--- config.mk ---
export PLATFORM = sky130hd
export DESIGN_NAME = seq_alu
export DESIGN_NICKNAME = d
export VERILOG_FILES = /design/src/rtl/seq_alu.sv
export SDC_FILE = /design/constraint.sdc
export NUM_CORES = 1
export LEC_CHECK = 0
export CAP_MARGIN = 25
export CELL_PAD_IN_SITES_DETAIL_PLACEMENT = 1
export CELL_PAD_IN_SITES_GLOBAL_PLACEMENT = 1
export CORE_MARGIN = 2
export CORE_UTILIZATION = 43
export DETAILED_ROUTE_END_ITERATION = 6
export PLACE_DENSITY = 0.89
export SETUP_SLACK_MARGIN = 0.15
export SYNTH_ARGS = -nofsm -noshare
export SYNTH_HDL_FRONTEND = slang
export SYNTH_SLANG_ARGS = --single-unit
--- constraint.sdc ---
create_clock -name clk -period 5.4 [get_ports clk]
set_input_delay 0.54 -clock clk [delete_from_list [all_inputs] [get_ports clk]]
set_output_delay 0.54 -clock clk [all_outputs]
set_load 0.01 [all_outputs]
--- src/rtl/seq_alu.sv ---
// ============================================================================
//  seq_alu : handshaked multi-cycle ALU with single-cycle logic/arith ops,
//            iterative unsigned multiply and optional restoring divide.
//  Optional feature macro: SEQ_ALU_DIV_EN (divider + DIV state present)
//  Revision: 1.0
// ============================================================================
`default_nettype none

module seq_alu #(
    parameter int WIDTH = 32,
    parameter int CNT_W = $clog2(WIDTH) + 1
) (
    input  logic             clk,
    input  logic             rst_n,
    input  logic             in_valid,
    output logic             in_ready,
    input  logic [3:0]       op,
    input  logic [WIDTH-1:0] a,
    input  logic [WIDTH-1:0] b,
    output logic             out_valid,
    input  logic             out_ready,
    output logic [WIDTH-1:0] result,
    output logic             zero_flag,
    output logic             busy
);

    localparam int SHW = $clog2(WIDTH);

    localparam logic [3:0] c_OP_REMU  = 4'b0000;
    localparam logic [3:0] c_OP_ADD   = 4'b0001;
    localparam logic [3:0] c_OP_SUB   = 4'b0010;
    localparam logic [3:0] c_OP_SHL_U = 4'b0011;
    localparam logic [3:0] c_OP_SHR_U = 4'b0100;
    localparam logic [3:0] c_OP_SHL_S = 4'b0101;
    localparam logic [3:0] c_OP_SHR_S = 4'b0110;
    localparam logic [3:0] c_OP_LT    = 4'b0111;
    localparam logic [3:0] c_OP_EQ    = 4'b1000;
    localparam logic [3:0] c_OP_NEQ   = 4'b1001;
    localparam logic [3:0] c_OP_AND   = 4'b1010;
    localparam logic [3:0] c_OP_OR    = 4'b1011;
    localparam logic [3:0] c_OP_XOR   = 4'b1100;
    localparam logic [3:0] c_OP_NOR   = 4'b1101;
    localparam logic [3:0] c_OP_MULU  = 4'b1110;
    localparam logic [3:0] c_OP_DIVU  = 4'b1111;

    localparam logic [WIDTH-1:0] c_WVAL     = WIDTH'(WIDTH);
    localparam logic [CNT_W-1:0] c_CNT_LOAD = CNT_W'(WIDTH);
    localparam logic [CNT_W-1:0] c_CNT_LAST = CNT_W'(1);

    typedef enum logic [1:0] {
        S_IDLE = 2'd0,
        S_MUL  = 2'd1,
        S_DONE = 2'd2
`ifdef SEQ_ALU_DIV_EN
        ,S_DIV = 2'd3
`endif
    } state_t;

    state_t           r_state;
    logic [CNT_W-1:0] r_cnt;
    logic [WIDTH-1:0] r_x;
    logic [WIDTH-1:0] r_y;
    logic [WIDTH-1:0] r_acc;
    logic [WIDTH-1:0] r_result;
    logic             r_zero;

    logic [WIDTH-1:0] w_alu;
    logic             w_big;
    logic [SHW-1:0]   w_sh;
    logic [WIDTH-1:0] w_mul_acc;

    assign in_ready  = (r_state == S_IDLE);
    assign out_valid = (r_state == S_DONE);
    assign busy      = (r_state != S_IDLE);
    assign result    = r_result;
    assign zero_flag = r_zero;

    // Shift amounts at or beyond WIDTH saturate instead of wrapping the index.
    assign w_big = (b >= c_WVAL);
    assign w_sh  = b[SHW-1:0];

    always_comb begin
        w_alu = '0;
        case (op)
            c_OP_ADD:              w_alu = a + b;
            c_OP_SUB:              w_alu = a - b;
            c_OP_SHL_U, c_OP_SHL_S: w_alu = w_big ? '0 : (a << w_sh);
            c_OP_SHR_U:            w_alu = w_big ? '0 : (a >> w_sh);
            c_OP_SHR_S:            w_alu = w_big ? {WIDTH{a[WIDTH-1]}}
                                                 : WIDTH'($signed(a) >>> w_sh);
            c_OP_LT:               w_alu = {{(WIDTH-1){1'b0}}, (a < b)};
            c_OP_EQ:               w_alu = {{(WIDTH-1){1'b0}}, (a == b)};
            c_OP_NEQ:              w_alu = {{(WIDTH-1){1'b0}}, (a != b)};
            c_OP_AND:              w_alu = a & b;
            c_OP_OR:               w_alu = a | b;
            c_OP_XOR:              w_alu = a ^ b;
            c_OP_NOR:              w_alu = ~(a | b);
            default:               w_alu = '0;
        endcase
    end

    // Multiplicand shifts left in r_x, multiplier shifts right in r_y.
    assign w_mul_acc = r_acc + (r_y[0] ? r_x : '0);

`ifdef SEQ_ALU_DIV_EN
    logic             r_is_rem;
    logic [WIDTH:0]   w_div_shift;
    logic [WIDTH:0]   w_div_sub;
    logic             w_div_ok;
    logic [WIDTH-1:0] w_rem_next;
    logic [WIDTH-1:0] w_quo_next;

    // r_x holds the dividend shifting out on top and quotient bits filling in below.
    assign w_div_shift = {r_acc, r_x[WIDTH-1]};
    assign w_div_sub   = w_div_shift - {1'b0, r_y};
    assign w_div_ok    = ~w_div_sub[WIDTH];
    assign w_rem_next  = w_div_ok ? w_div_sub[WIDTH-1:0] : w_div_shift[WIDTH-1:0];
    assign w_quo_next  = {r_x[WIDTH-2:0], w_div_ok};
`endif

    always_ff @(posedge clk or negedge rst_n) begin
        if (!rst_n) begin
            r_state  <= S_IDLE;
            r_cnt    <= '0;
            r_x      <= '0;
            r_y      <= '0;
            r_acc    <= '0;
            r_result <= '0;
            r_zero   <= 1'b0;
`ifdef SEQ_ALU_DIV_EN
            r_is_rem <= 1'b0;
`endif
        end else begin
            case (r_state)
                S_IDLE: begin
                    if (in_valid) begin
                        if (op == c_OP_MULU) begin
                            r_x     <= a;
                            r_y     <= b;
                            r_acc   <= '0;
                            r_cnt   <= c_CNT_LOAD;
                            r_state <= S_MUL;
`ifdef SEQ_ALU_DIV_EN
                        end else if ((op == c_OP_DIVU) || (op == c_OP_REMU)) begin
                            r_is_rem <= (op == c_OP_REMU);
                            if (b == '0) begin
                                r_result <= (op == c_OP_DIVU) ? '1 : a;
                                r_zero   <= (op == c_OP_REMU) && (a == '0);
                                r_state  <= S_DONE;
                            end else begin
                                r_x     <= a;
                                r_y     <= b;
                                r_acc   <= '0;
                                r_cnt   <= c_CNT_LOAD;
                                r_state <= S_DIV;
                            end
`endif
                        end else begin
                            r_result <= w_alu;
                            r_zero   <= (w_alu == '0);
                            r_state  <= S_DONE;
                        end
                    end
                end
                S_MUL: begin
                    r_acc <= w_mul_acc;
                    r_x   <= r_x << 1;
                    r_y   <= r_y >> 1;
                    r_cnt <= r_cnt - 1'b1;
                    if (r_cnt == c_CNT_LAST) begin
                        r_result <= w_mul_acc;
                        r_zero   <= (w_mul_acc == '0);
                        r_state  <= S_DONE;
                    end
                end
`ifdef SEQ_ALU_DIV_EN
                S_DIV: begin
                    r_acc <= w_rem_next;
                    r_x   <= w_quo_next;
                    r_cnt <= r_cnt - 1'b1;
                    if (r_cnt == c_CNT_LAST) begin
                        r_result <= r_is_rem ? w_rem_next : w_quo_next;
                        r_zero   <= r_is_rem ? (w_rem_next == '0) : (w_quo_next == '0);
                        r_state  <= S_DONE;
                    end
                end
`endif
                S_DONE: begin
                    if (out_ready) begin
                        r_state <= S_IDLE;
                    end
                end
                default: r_state <= S_IDLE;
            endcase
        end
    end

endmodule

`default_nettype wire

==> results.json <==
{
  "outcome": "finished, final reports clean",
  "numCtsBuffers": 17,
  "ys_seq_area_frac": 0.1839,
  "drtIter0Drc": 3160,
  "htreeDepth": 4,
  "netlist-cell-type-count": 96,
  "grtUsageTotal": 0.4676,
  "core_sq_um": 42890,
  "synth_edf_count": 0,
  "cp.required_ps": 5790,
  "synth_area_leaders": "dfrtp_1 18%, ha_1 9.9%, nand2_1 7.5%, mux4_2 6.6%, nor2_1 4.5%",
  "synth_nets": 2686,
  "dpl_cell_area_sq_um": 21570,
  "ys_warn_count": 0,
  "cts.sinks": 137,
  "syn_avg_cell_area_sq_um": 7.569,
  "maxSlewViolCount": 0,
  "finClkSkew_ps": 17.41,
  "dp_cells": 3202,
  "grt-ovfl-total": 0,
  "clock_latency_ps": 460,
  "met2_usage": 0.7074,
  "die_w_microns": 212.2,
  "cts_root_buf": "clkbuf_16",
  "vdd_drop_max_uv": 269.7,
  "postSynthCellCount": 2463,
  "setup_viol": 0,
  "fp.dieH_microns": 212.2,
  "synth_area_sq_um": 18640,
  "slew_headroom": 0.2648,
  "top_usage_layer": "met2",
  "dieArea_sq_um": 45030,
  "core.rowCount": 76,
  "cts_hold_buffers": 0,
  "routedWlPerCell_microns": 32.95,
  "clockBufferDepth": 2,
  "grt_pass1_wl_microns": 154300,
  "firstDrtPassIters": 6,
  "vias": 22700,
  "grt_pass1_vias": 22910,
  "critPathLaunch": "r_y[0]",
  "tightest_slew_ps": 1101,
  "max_stage_delay_ps": 620,
  "gp_congestion": 1.044,
  "async_flop_share": 1.000,
  "critical_path_class": "reg2reg",
  "synth_ff_type": "dfrtp_1",
  "slowest_stage": "a2111oi_0",
  "grtUsageMet3": 0.1158,
  "hpwl_microns": 81730,
  "ant_nets": 0,
  "routed_via_density": 7.011,
  "p_leak_nw": 9.576,
  "layout_min_cycle_time_ps": 5069,
  "use_met1": 0.6049,
  "area_growth_pct": 19.30,
  "start_util": 0.4347,
  "stdcell_count": 3237,
  "r2r-start": "r_y[0]",
  "crit_path_end_kind": "register",
  "path_common_cell": "o21ai_0",
  "rsz0062_at_grt": "no",
  "n_antenna_cell": 0,
  "fmax_mhz": 197.3,
  "seq_area_sq_um": 3428,
  "antenna_found_initial": 2,
  "tritoncts": "built",
  "ys_ff_latch": 137,
  "io_pins": 108,
  "hold_path.class": "in2async",
  "cp-start-kind": "register",
  "yosysTopAreaCellShare": 0.1839,
  "synth_top_cell_by_area": "dfrtp_1",
  "clkTransAtPathRegs_ps": 70,
  "finalHoldViolCount": 0,
  "path_cells": "buf_4 > and2_1 > fa_1 > a211oi_2 > o21ai_0 > a2111oi_0 > o21bai_1 > o31a_1 > a31oi_1 > a221oi_2 > o21ai_0 > xor2_1 > nor4b_1 > a21o_1",
  "arrival_ps": 5460,
  "postLayoutCellArea_sq_um": 22240,
  "drv_cap": 0,
  "route.detailed.drc": 0,
  "fill_cells": 5276,
  "drive_above_1_share": 0.1614,
  "p_per_area_nw_per_um2": 342.7,
  "finalNetCount": 2862,
  "multi_input_area_sq_um": 14060,
  "path_max_fanout": 32,
  "min_period_over_period": 0.9388,
  "routed_wl_microns": 106700,
  "grt_start_max_net_pins": 104,
  "io_buffers": 107
}
report_power, final:
group          internal [mW]  leakage [nW]  switching (mW)
Sequential              1.48          1.66           0.362
Clock                  0.688         0.272           0.510
Combinational           1.74          7.65            2.84
final timing paths:
kind / slack [ps] / depth (start not counted) / to
worst max-delay path: 330 / 14 / zero_flag
worst min-delay path: 190 / 1 / r_acc[7]
worst max register to register: 330 / 14 / zero_flag
worst min register to register: 480 / 1 / result[22]
max in group asynchronous: 4110 / 2 / r_x[17]
min in group clk: 480 / 1 / result[22]
final cells by class:
| class | instances | area share |
|---|---|---|
| Clock inverter | 12 | 0.005570 |
| Clock buffer | 20 | 0.02008 |
| Tap cell | 585 | 0.03291 |
| Multi-Input combinational cell | 2017 | 0.6323 |
| Sequential cell | 137 | 0.1541 |
| Timing Repair Buffer | 356 | 0.1364 |
| Inverter | 110 | 0.01857 |
cells in the final DEF (no fill, tap or decap), types with 49 or more instances in the layout:
| cell | instances |
|---|---|
| a21oi_1 | 150 |
| nand3_1 | 63 |
| buf_4 | 241 |
| nor2_1 | 223 |
| ha_1 | 148 |
| nand2_1 | 370 |
| mux4_2 | 55 |
| clkdlybuf4s50_1 | 100 |
| inv_1 | 106 |
| a31oi_1 | 82 |
| dfrtp_1 | 137 |
| o21ai_0 | 140 |
| nor3_1 | 49 |
registers in the layout, summed over array words and instances (netlist names):
signal and cells:
r_acc 32, r_x 32, r_y 32, result 32
r_cnt 6, r_state 2, zero_flag 1
cell usage after synthesis (39+ instances only):
cell type,count
nand2_1,370
nor2_1,223
clkbuf_1,153
a21oi_1,150
ha_1,148
o21ai_0,140
dfrtp_1,137
inv_1,106
a31oi_1,82
nand3_1,63
mux4_2,55
nor3_1,51
mux2i_1,42
and2_1,39
o211ai_1,39
routing by layer:
layer  wire, microns  vias up
li1                -     9468
met5              13        -
met2           45820     1542
met3           11540      376
met1           41910    11310
met4            7371        2
critical path, delay by kind of cell, from the launching register on:
family | cells | cell delay (ps)
flops | 1 | 380
buf+inv | 1 | 250
simple gates | 2 | 670
xor+xnor | 1 | 210
fa+ha+maj | 1 | 440
compound gates | 9 | 3040
timing repair:
| action | CTS | global route |
|---|---|---|
| gates resized for setup | 0 | 8 |
| endpoints found under the setup margin | 0 | 3 |
| setup buffers | 0 | 0 |
logic make-up after synthesis:
| family | share of synthesized area |
|---|---|
| AND/OR/NAND/NOR | 0.2350 |
| adder cells (fa/ha/maj) | 0.1026 |
| flip-flops | 0.1839 |
| multiplexers | 0.1184 |
| buffers and inverters | 0.06685 |
| AO/OA/AOI/OAI | 0.2759 |
| XOR/XNOR | 0.01738 |
metrics by stage:
step	hold WS [ps]	util	TNS [ps]	setup WS [ps]	total power, mW
detailed placement	467.3	0.5029	-153.9	-153.9	5.997
global placement	460.2	0.5028	-528.6	-528.6	5.792
floorplan	244.4	-	0	675.0	4.393
finish	193.1	0.5186	0	330.6	7.622
CTS	232.4	0.5162	0	165.0	7.384
global route	268.4	0.5186	0	157.5	7.961
Power figures use the tool's default switching activity.
